## src/rtl/itype_pkg.sv

```systemverilog
// Shared decode constants, op enum and decoded-instruction bundle
// for the pipelined OP-IMM unit.
package itype_pkg;

   localparam logic [6:0] OPC_OP_IMM = 7'b0010011;

   localparam logic [2:0] F3_ADD  = 3'b000;
   localparam logic [2:0] F3_SLL  = 3'b001;
   localparam logic [2:0] F3_SLT  = 3'b010;
   localparam logic [2:0] F3_SLTU = 3'b011;
   localparam logic [2:0] F3_XOR  = 3'b100;
   localparam logic [2:0] F3_SR   = 3'b101;
   localparam logic [2:0] F3_OR   = 3'b110;
   localparam logic [2:0] F3_AND  = 3'b111;

   typedef enum logic [3:0] {
      OP_ADD,
      OP_SLT,
      OP_SLTU,
      OP_XOR,
      OP_OR,
      OP_AND,
      OP_SLL,
      OP_SRL,
      OP_SRA
   } op_e;

   typedef struct packed {
      op_e         op;
      logic [4:0]  rd;
      logic [4:0]  rs1;
      logic [11:0] imm;
      logic        illegal;
   } dec_t;

endpackage

```

## src/rtl/itype_alu.sv

```systemverilog
// Combinational OP-IMM ALU, shared by the bypass and writeback paths.
// imm arrives already sign-extended to XLEN.
module itype_alu
   import itype_pkg::*;
#(
   parameter int XLEN = 32
) (
   input  op_e             op,
   input  logic [XLEN-1:0] a,
   input  logic [XLEN-1:0] imm,
   output logic [XLEN-1:0] result
);

   localparam int SHAMT_W = $clog2(XLEN);

   logic [SHAMT_W-1:0] shamt;
   logic               lt_s;
   logic               lt_u;

   assign shamt = imm[SHAMT_W-1:0];
   assign lt_s  = $signed(a) < $signed(imm);
   assign lt_u  = a < imm;

   always_comb begin
      result = '0;
      unique case (op)
         OP_ADD:  result = a + imm;
         OP_SLT:  result = {{(XLEN-1){1'b0}}, lt_s};
         OP_SLTU: result = {{(XLEN-1){1'b0}}, lt_u};
         OP_XOR:  result = a ^ imm;
         OP_OR:   result = a | imm;
         OP_AND:  result = a & imm;
         OP_SLL:  result = a << shamt;
         OP_SRL:  result = a >> shamt;
         OP_SRA:  result = $signed(a) >>> shamt;
         default: result = '0;
      endcase
   end

endmodule

```

## src/rtl/itype_pipe.sv

```systemverilog
// Two-stage OP-IMM pipeline: S1 decode/read with bypass,
// S2 execute/writeback into an internal register file.
module itype_pipe
   import itype_pkg::*;
#(
   parameter int XLEN    = 32,
   parameter int NREG    = 32,
   parameter int SHAMT_W = $clog2(XLEN)
) (
   input  logic            clk,
   input  logic            rst,
   input  logic            in_valid,
   output logic            in_ready,
   input  logic [31:0]     instruction,
   output logic            out_valid,
   input  logic            out_ready,
   output logic [4:0]      out_rd,
   output logic [XLEN-1:0] out_data,
   output logic            out_illegal,
   input  logic [4:0]      dbg_addr,
   output logic [XLEN-1:0] dbg_data
);

   localparam int AW = $clog2(NREG);
   localparam int UW = 12 - SHAMT_W;
   localparam logic [UW-1:0] SRA_UP = UW'(1) << (UW - 2);

   dec_t            dec;
   logic [UW-1:0]   upper;
   logic            adv;
   logic            s1_valid;
   logic            s2_valid;
   op_e             s1_op;
   logic [4:0]      s1_rd;
   logic [11:0]     s1_imm;
   logic            s1_ill;
   logic [XLEN-1:0] s1_a;
   logic [XLEN-1:0] s1_immx;
   logic [XLEN-1:0] s1_res;
   logic [XLEN-1:0] rs1_val;
   logic [XLEN-1:0] op_a;
   logic [XLEN-1:0] rf [NREG];

   assign adv       = !s2_valid || out_ready;
   assign in_ready  = adv;
   assign out_valid = s2_valid;
   assign upper     = instruction[31:20+SHAMT_W];

   always_comb begin
      dec.rd      = instruction[11:7];
      dec.rs1     = instruction[19:15];
      dec.imm     = instruction[31:20];
      dec.op      = OP_ADD;
      dec.illegal = instruction[6:0] != OPC_OP_IMM;
      unique case (instruction[14:12])
         F3_ADD:  dec.op = OP_ADD;
         F3_SLT:  dec.op = OP_SLT;
         F3_SLTU: dec.op = OP_SLTU;
         F3_XOR:  dec.op = OP_XOR;
         F3_OR:   dec.op = OP_OR;
         F3_AND:  dec.op = OP_AND;
         F3_SLL: begin
            dec.op = OP_SLL;
            if (upper != '0) dec.illegal = 1'b1;
         end
         F3_SR: begin
            dec.op = (upper == SRA_UP) ? OP_SRA : OP_SRL;
            if (upper != '0 && upper != SRA_UP)
               dec.illegal = 1'b1;
         end
      endcase
      if (32'(dec.rd) >= NREG || 32'(dec.rs1) >= NREG)
         dec.illegal = 1'b1;
   end

   assign rs1_val = rf[dec.rs1[AW-1:0]];

   // Forward the result still sitting in S1; it retires on the same edge.
   always_comb begin
      if (dec.rs1 == '0)
         op_a = '0;
      else if (s1_valid && s1_rd == dec.rs1 && !s1_ill && s1_rd != '0)
         op_a = s1_res;
      else
         op_a = rs1_val;
   end

   assign s1_immx = {{(XLEN-12){s1_imm[11]}}, s1_imm};

   itype_alu #(.XLEN(XLEN)) u_alu (
      .op     (s1_op),
      .a      (s1_a),
      .imm    (s1_immx),
      .result (s1_res)
   );

   always_ff @(posedge clk or posedge rst) begin
      if (rst) begin
         s1_valid    <= 1'b0;
         s1_op       <= OP_ADD;
         s1_rd       <= '0;
         s1_imm      <= '0;
         s1_ill      <= 1'b0;
         s1_a        <= '0;
         s2_valid    <= 1'b0;
         out_rd      <= '0;
         out_data    <= '0;
         out_illegal <= 1'b0;
         rf          <= '{default: '0};
      end else if (adv) begin
         s1_valid <= in_valid;
         if (in_valid) begin
            s1_op  <= dec.op;
            s1_rd  <= dec.rd;
            s1_imm <= dec.imm;
            s1_ill <= dec.illegal;
            s1_a   <= op_a;
         end
         s2_valid <= s1_valid;
         if (s1_valid) begin
            out_rd      <= s1_rd;
            out_illegal <= s1_ill;
            out_data    <= s1_ill ? '0 : s1_res;
            if (!s1_ill && s1_rd != '0 && 32'(s1_rd) < NREG)
               rf[s1_rd[AW-1:0]] <= s1_res;
         end
      end
   end

   assign dbg_data = (dbg_addr == '0 || 32'(dbg_addr) >= NREG)
                   ? '0 : rf[dbg_addr[AW-1:0]];

endmodule

```

## config.mk

```make
export PLATFORM = sky130hd
export DESIGN_NAME = itype_pipe
export DESIGN_NICKNAME = d
export VERILOG_FILES = /design/src/rtl/itype_pkg.sv /design/src/rtl/itype_alu.sv /design/src/rtl/itype_pipe.sv
export SDC_FILE = /design/constraint.sdc
export NUM_CORES = 2
export LEC_CHECK = 0
export BUFFER_PORTS_ARGS = -buffer_cell sky130_fd_sc_hd__clkbuf_2
export CORE_MARGIN = 5
export CORE_UTILIZATION = 69
export CTS_BUF_LIST = sky130_fd_sc_hd__clkbuf_16
export DETAILED_ROUTE_END_ITERATION = 10
export GPL_TIMING_DRIVEN = 1
export PLACE_DENSITY_LB_ADDON = 0.05
export SLEW_MARGIN = 0
export SYNTH_ARGS = -nofsm -noshare
export SYNTH_HDL_FRONTEND = slang
export SYNTH_SLANG_ARGS = --single-unit
```

## constraint.sdc

```tcl
create_clock -name clk -period 106.6 [get_ports clk]
set_input_delay 10.66 -clock clk [delete_from_list [all_inputs] [get_ports clk]]
set_output_delay 10.66 -clock clk [all_outputs]
set_load 0.05 [all_outputs]
```

# Word level (Yosys, flattened, before mapping)
# Index checks and enable logic that the tools add are counted.
[classes]
n_addsub = 1
order_cmp = 6
n_eq_ne = 19
shift = 3
mux = 19
bitwise = 6
reduce_logical = 18
[op_table]
columns = ["op", "n"]
rows = [
  ["1024-bit bitwise mux", 1],
  ["32-bit binary-select mux with 5-bit select", 2],
  ["32-bit 2-to-1 mux", 9],
  ["32-bit case mux with 9 select lines", 1],
  ["32-bit demux with 5-bit select", 1],
  ["32-bit adder", 1],
  ["32-bit bitwise AND", 1],
  ["32-bit by 12-bit < comparator with 1-bit output", 1],
  ["32-bit < comparator", 1],
  ["32-bit OR", 1],
  ["4-bit case mux with 8 select lines", 1],
  ["32-bit by 5-bit left shift with 32-bit output", 1],
  ["32-bit by 5-bit >> shifter with 32-bit output", 1],
  ["32-bit by 5-bit >>> shifter with 32-bit output", 1],
  ["32-bit XOR", 1],
  ["6-bit >= comparator, second input constant", 3],
  ["5-bit inverter with 6-bit output", 3],
  ["4-bit by 3-bit == test with 1-bit output, second input constant", 4],
  ["3-bit == test, second input constant", 4],
  ["5-bit logical NOT", 2],
  ["4-bit by 2-bit == test with 1-bit output, second input constant", 2],
  ["7-bit by 6-bit == test with 1-bit output, second input constant", 1],
  ["7-bit by 5-bit != test with 1-bit output, second input constant", 1],
  ["7-bit by 6-bit != test with 1-bit output, second input constant", 1],
  ["other kinds (18)", 27],
]
[totals]
reg_bits = 1118
inputBits = 41
output_inout_bits = 72

# Logic depth before layout (Yosys ltp)
[logic_depth]
word_depth = 6
mapped_depth = 16
ltp_nobuf = 10

# Cells and area by module
# A second synthesis with hierarchy kept.
[hier_totals]
cells_unflattened = 4628
hier_area_um2 = 65582.9
[modules_own_cells]
columns = ["mod", "n_inst", "cells_per_inst", "area_each_um2", "seq_area_each_um2"]
rows = [
  ["itype_pipe", 1, 3635, 58048.2, 27976.8],
  ["itype_alu", 1, 993, 7534.7, 0.0],
]

# Least setup slack after synthesis
# Ideal clock, no wire load.
[synth_timing]
kind = "input -> output"
startpoint = "input dbg_addr[0]"
endpoint = "output dbg_data[21]"
arrival_ns = 13.223
slack_ns = 82.717
path_stages = 7
n_path_buf = 3
cell_sequence = "clkbuf_1 -> clkbuf_1 -> buf_1 -> mux4_2 -> mux4_2 -> mux2i_1 -> nor2_1"
[synth_via]
elab_chain_len = 5
[synth_rtl]
columns = ["element", "line_no", "rtl"]
rows = [
  ["start: declaration", "itype_pipe.sv:20", "input logic [4:0] dbg_addr,"],
  ["5-bit inverter with 6-bit output (not written as such)", "itype_pipe.sv:131", "? '0 : rf[dbg_addr[AW-1:0]];"],
  ["32-bit binary-select mux with 5-bit select", "itype_pipe.sv:131", ""],
  ["32-bit 2-to-1 mux (not written as such) (2 in a row)", "itype_pipe.sv:131", ""],
  ["32-bit 2-to-1 mux *", "itype_pipe.sv:131", ""],
  ["end: declaration", "itype_pipe.sv:21", "output logic [XLEN-1:0] dbg_data"],
]
# Every way passes the cells marked *; elsewhere a longest branch is shown, timed or not. The select of a mux whose other input is x is not followed.

# Final worst setup path
[layout_timing]
startpoint = "input dbg_addr[0]"
endpoint = "output dbg_data[26]"
# Same word-level chain as after synthesis.

==> results.md <==
- Outcome: completed
- Layout cells sized above 1: 22.18%
- Clock buffer depth: 3
- Max incr delay on CP: 0.73 ns
- Io pins: 113
- Post-Synth Simple-Gate Area: 9.497%
- Antenna violations before repair: 8
- DIE WIDTH: 313.6 um
- Worst hold slack: 0.3965 ns
- R2R Path Start: s1_imm[2]
- HPWL reported at the end of detailed placement: 121500 um
- Core Util, Final: 74.44%
- Async SR Flop Fraction: 100.0%
- DR WL/cell: 31.36 um
- Multi-input logic area: 33410 um2
- Clock transition at path regs: 0.06 ns
- CTS tree: built
- Final critical-path share of the clock period: 23.32%
- Crit-path cells: buf_8 > buf_12 > mux4_2 > mux4_2 > mux2i_1 > nor2_1 > clkbuf_2
- # rows: 111
- WS Path Type: input port to primary output
- Total clock sinks: 1118
- Residual DRC count: 0
- # fillers: 6042
- Drt total wl: 209000 um
- Initial Util: 69.50%
- Syn Area/Cell: 11.21 um2
- WP data required: 95.94 ns
- P_leak: 29.41 nW
- # hold bufs at CTS: 0
- Slew headroom: 12.18%
- Worst setup EP type: primary output
- Mapped Area: 63610 um2
- Post-synth top cells: 1118 x dfrtp_1, 772 x nor2_1, 691 x mux4_2
- Ys flop type: dfrtp_1
- Final Critical Period: 24.86 ns
- Core outline area: 91520 um2
- Nets: 5528
- Post-synth top area share: 43.98%
- CTS resizes: 0
- Worst slew pin tran: 1.317 ns
- Mapped Nets: 5811
- Min-delay worst type: flop to flop
- Synth warnings: 0
- Skew final: 0.04879 ns
- DRT Pass-1 Iters: 6
- First-pass GRT wire length: 314000 um
- Setup TNS Final: 0 ns
- Critical path launch point type: input port
- Die height: 313.6 um
- Max_cap viols: 0
- Post-synthesis mux area share: 27.86%
- Xor and xnor area share after synthesis: 0.2065%
- CTS H-tree lvls: 3
- Maximum VDD drop: 0.02061 mV
- Iter 0 DRT Violations: 7050
- Vias per cell: 7.452
- Register area share after synthesis: 43.98%
- Area growth from synthesis to layout: 7.111%
- Vias in the first global route: 48640
- Synth unique cells: 93
- Hold Crit Start: rf[1003]
- CP max FO: 121
- Final Max Slew Viols: 0
- Largest family of logic cells by synthesized area: multiplexers
- Synth Area in Adders: 1.940%
- Arr. time, crit path: 14.20 ns
- R2r setup slk: 100.93 ns
- FF+latch area: 27990 um2
- Count leader, synth: dfrtp_1
- Total CTS buffers: 111
- RSZ-0062 raised after global routing: no
- Final setup fails: 0
- CP most frequent cell: mux4_2
- Full die area: 98360 um2
- Final ANT Viol Nets: 0
- Buffers added on ports: 112
- Clock Root Buffer: clkbuf_16
- Post-Syn Instances: 5672
- Delay-heaviest family, CP: buffers and inverters
- Postcts setup bufs: 0
- Tot GR Track Use: 42.84%
- Post-synth top area cell: dfrtp_1
- Post-synth EDFFs: 0
- Setup crit start: dbg_addr[0]
- PwrDens: 24.07 nW/um2
- Placer congestion estimate: 1.040
- Final Hold Vio Count: 0
- Largest net degree at the start of global routing: 182
- Critical path buffer and inverter count: 3
- Synth Area in Compound Gates: 12.24%
- Count of state elements after synthesis: 1118
- Clock Latency Late Sink: 0.74 ns
- Slowest CP cell: buf_12
- Total gr overflow: 0
- Top post-synthesis cells by area: dfrtp_1 44%, mux4_2 24%, a21oi_1 5.4%
- Fmax: 0.04023 GHz
- Vias: 49670
-- through the flow --
stage                     instances  instance area, um2  worst slack [ns]  total power, mW
after detailed placement       6462               64610             81.72            1.241
after global routing           6663               68130             81.41            1.716
after floorplan                5672               63610             64.46            1.076
after global placement         6462               64610             81.79            1.220
after CTS                      6663               68130             81.71            1.626
final                          6665               68130             81.74            1.640
-- worst paths after layout --
kind	end	cells after the start
setup / recovery	dbg_data[26]	7
hold / removal	rf[1003]	0
setup reg to reg	rf[157]	12
hold reg to reg	rf[1003]	0
max in group asynchronous	rf[425]	5
min in group asynchronous	s1_op[3]	2
-- area by class of cell --
cell class              count  area share [%]
well taps                1186           2.178
repair buffers            222           2.182
diodes                      2        0.007346
clock inverters            89           1.047
inverters                  64          0.3636
multi-input cells        3872           49.03
flip-flops and latches   1118           41.08
clock buffers             112           4.114
-- report_power, final --
part / internal, mW / switching, mW
combinational: 0.261 / 0.314
clock: 0.210 / 0.175
sequential: 0.553 / 0.127
total: 1.02 / 0.615
-- layer usage --
metal	vias up	GRT usage, %	wire [um]
li1	20250	-	-
met2	3544	60.98	91140
met3	691	13.78	28740
met5	-	0	58
met4	6	21.16	12820
met1	25170	60.86	76250
-- cells by family (layout without fill, tap and decap cells) --
kind of cell | after synthesis | after routing
multiplexers | 878 | 878
adder cells (fa/ha/maj) | 98 | 98
flip-flops | 1118 | 1118
other | 0 | 2
AND/OR/NAND/NOR | 1487 | 1487
XOR/XNOR | 15 | 15
buffers and inverters | 682 | 487
AO/OA/AOI/OAI | 1394 | 1394
-- state kept, by name, summed over array words and instances, names as in the netlist --
name,cells
s1_ill,1
out_data,32
s1_valid,1
s1_a,32
out_illegal,1
s1_op,4
out_valid,1
rf,1024
s1_imm,12
out_rd,5
s1_rd,5
-- layout by cell type, fill, tap and decap left out, drive strengths merged, types with 6 or more instances in the layout --
| cell type | count |
|---|---|
| a211oi | 27 |
| a21o | 22 |
| a21oi | 682 |
| a221o | 6 |
| a221oi | 25 |
| a22o | 8 |
| a31oi | 16 |
| and2 | 6 |
| and3 | 18 |
| buf | 120 |
| bufinv | 8 |
| clkbuf | 214 |
| clkinv | 48 |
| clkinvlp | 8 |
| dfrtp | 1118 |
| ha | 97 |
| inv | 89 |
| mux2 | 69 |
| mux2i | 106 |
| mux4 | 703 |
| nand2 | 546 |
| nand2b | 9 |
| nand3 | 24 |
| nor2 | 772 |
| nor2b | 10 |
| nor3 | 34 |
| nor3b | 6 |
| nor4 | 12 |
| o211ai | 19 |
| o21a | 6 |
| o21ai | 483 |
| o221ai | 14 |
| o22ai | 7 |
| o311a | 6 |
| o311ai | 6 |
| o31ai | 10 |
| or2 | 6 |
| or3 | 13 |
| xnor2 | 10 |
Note: power is estimated with default switching activity, not from simulation.
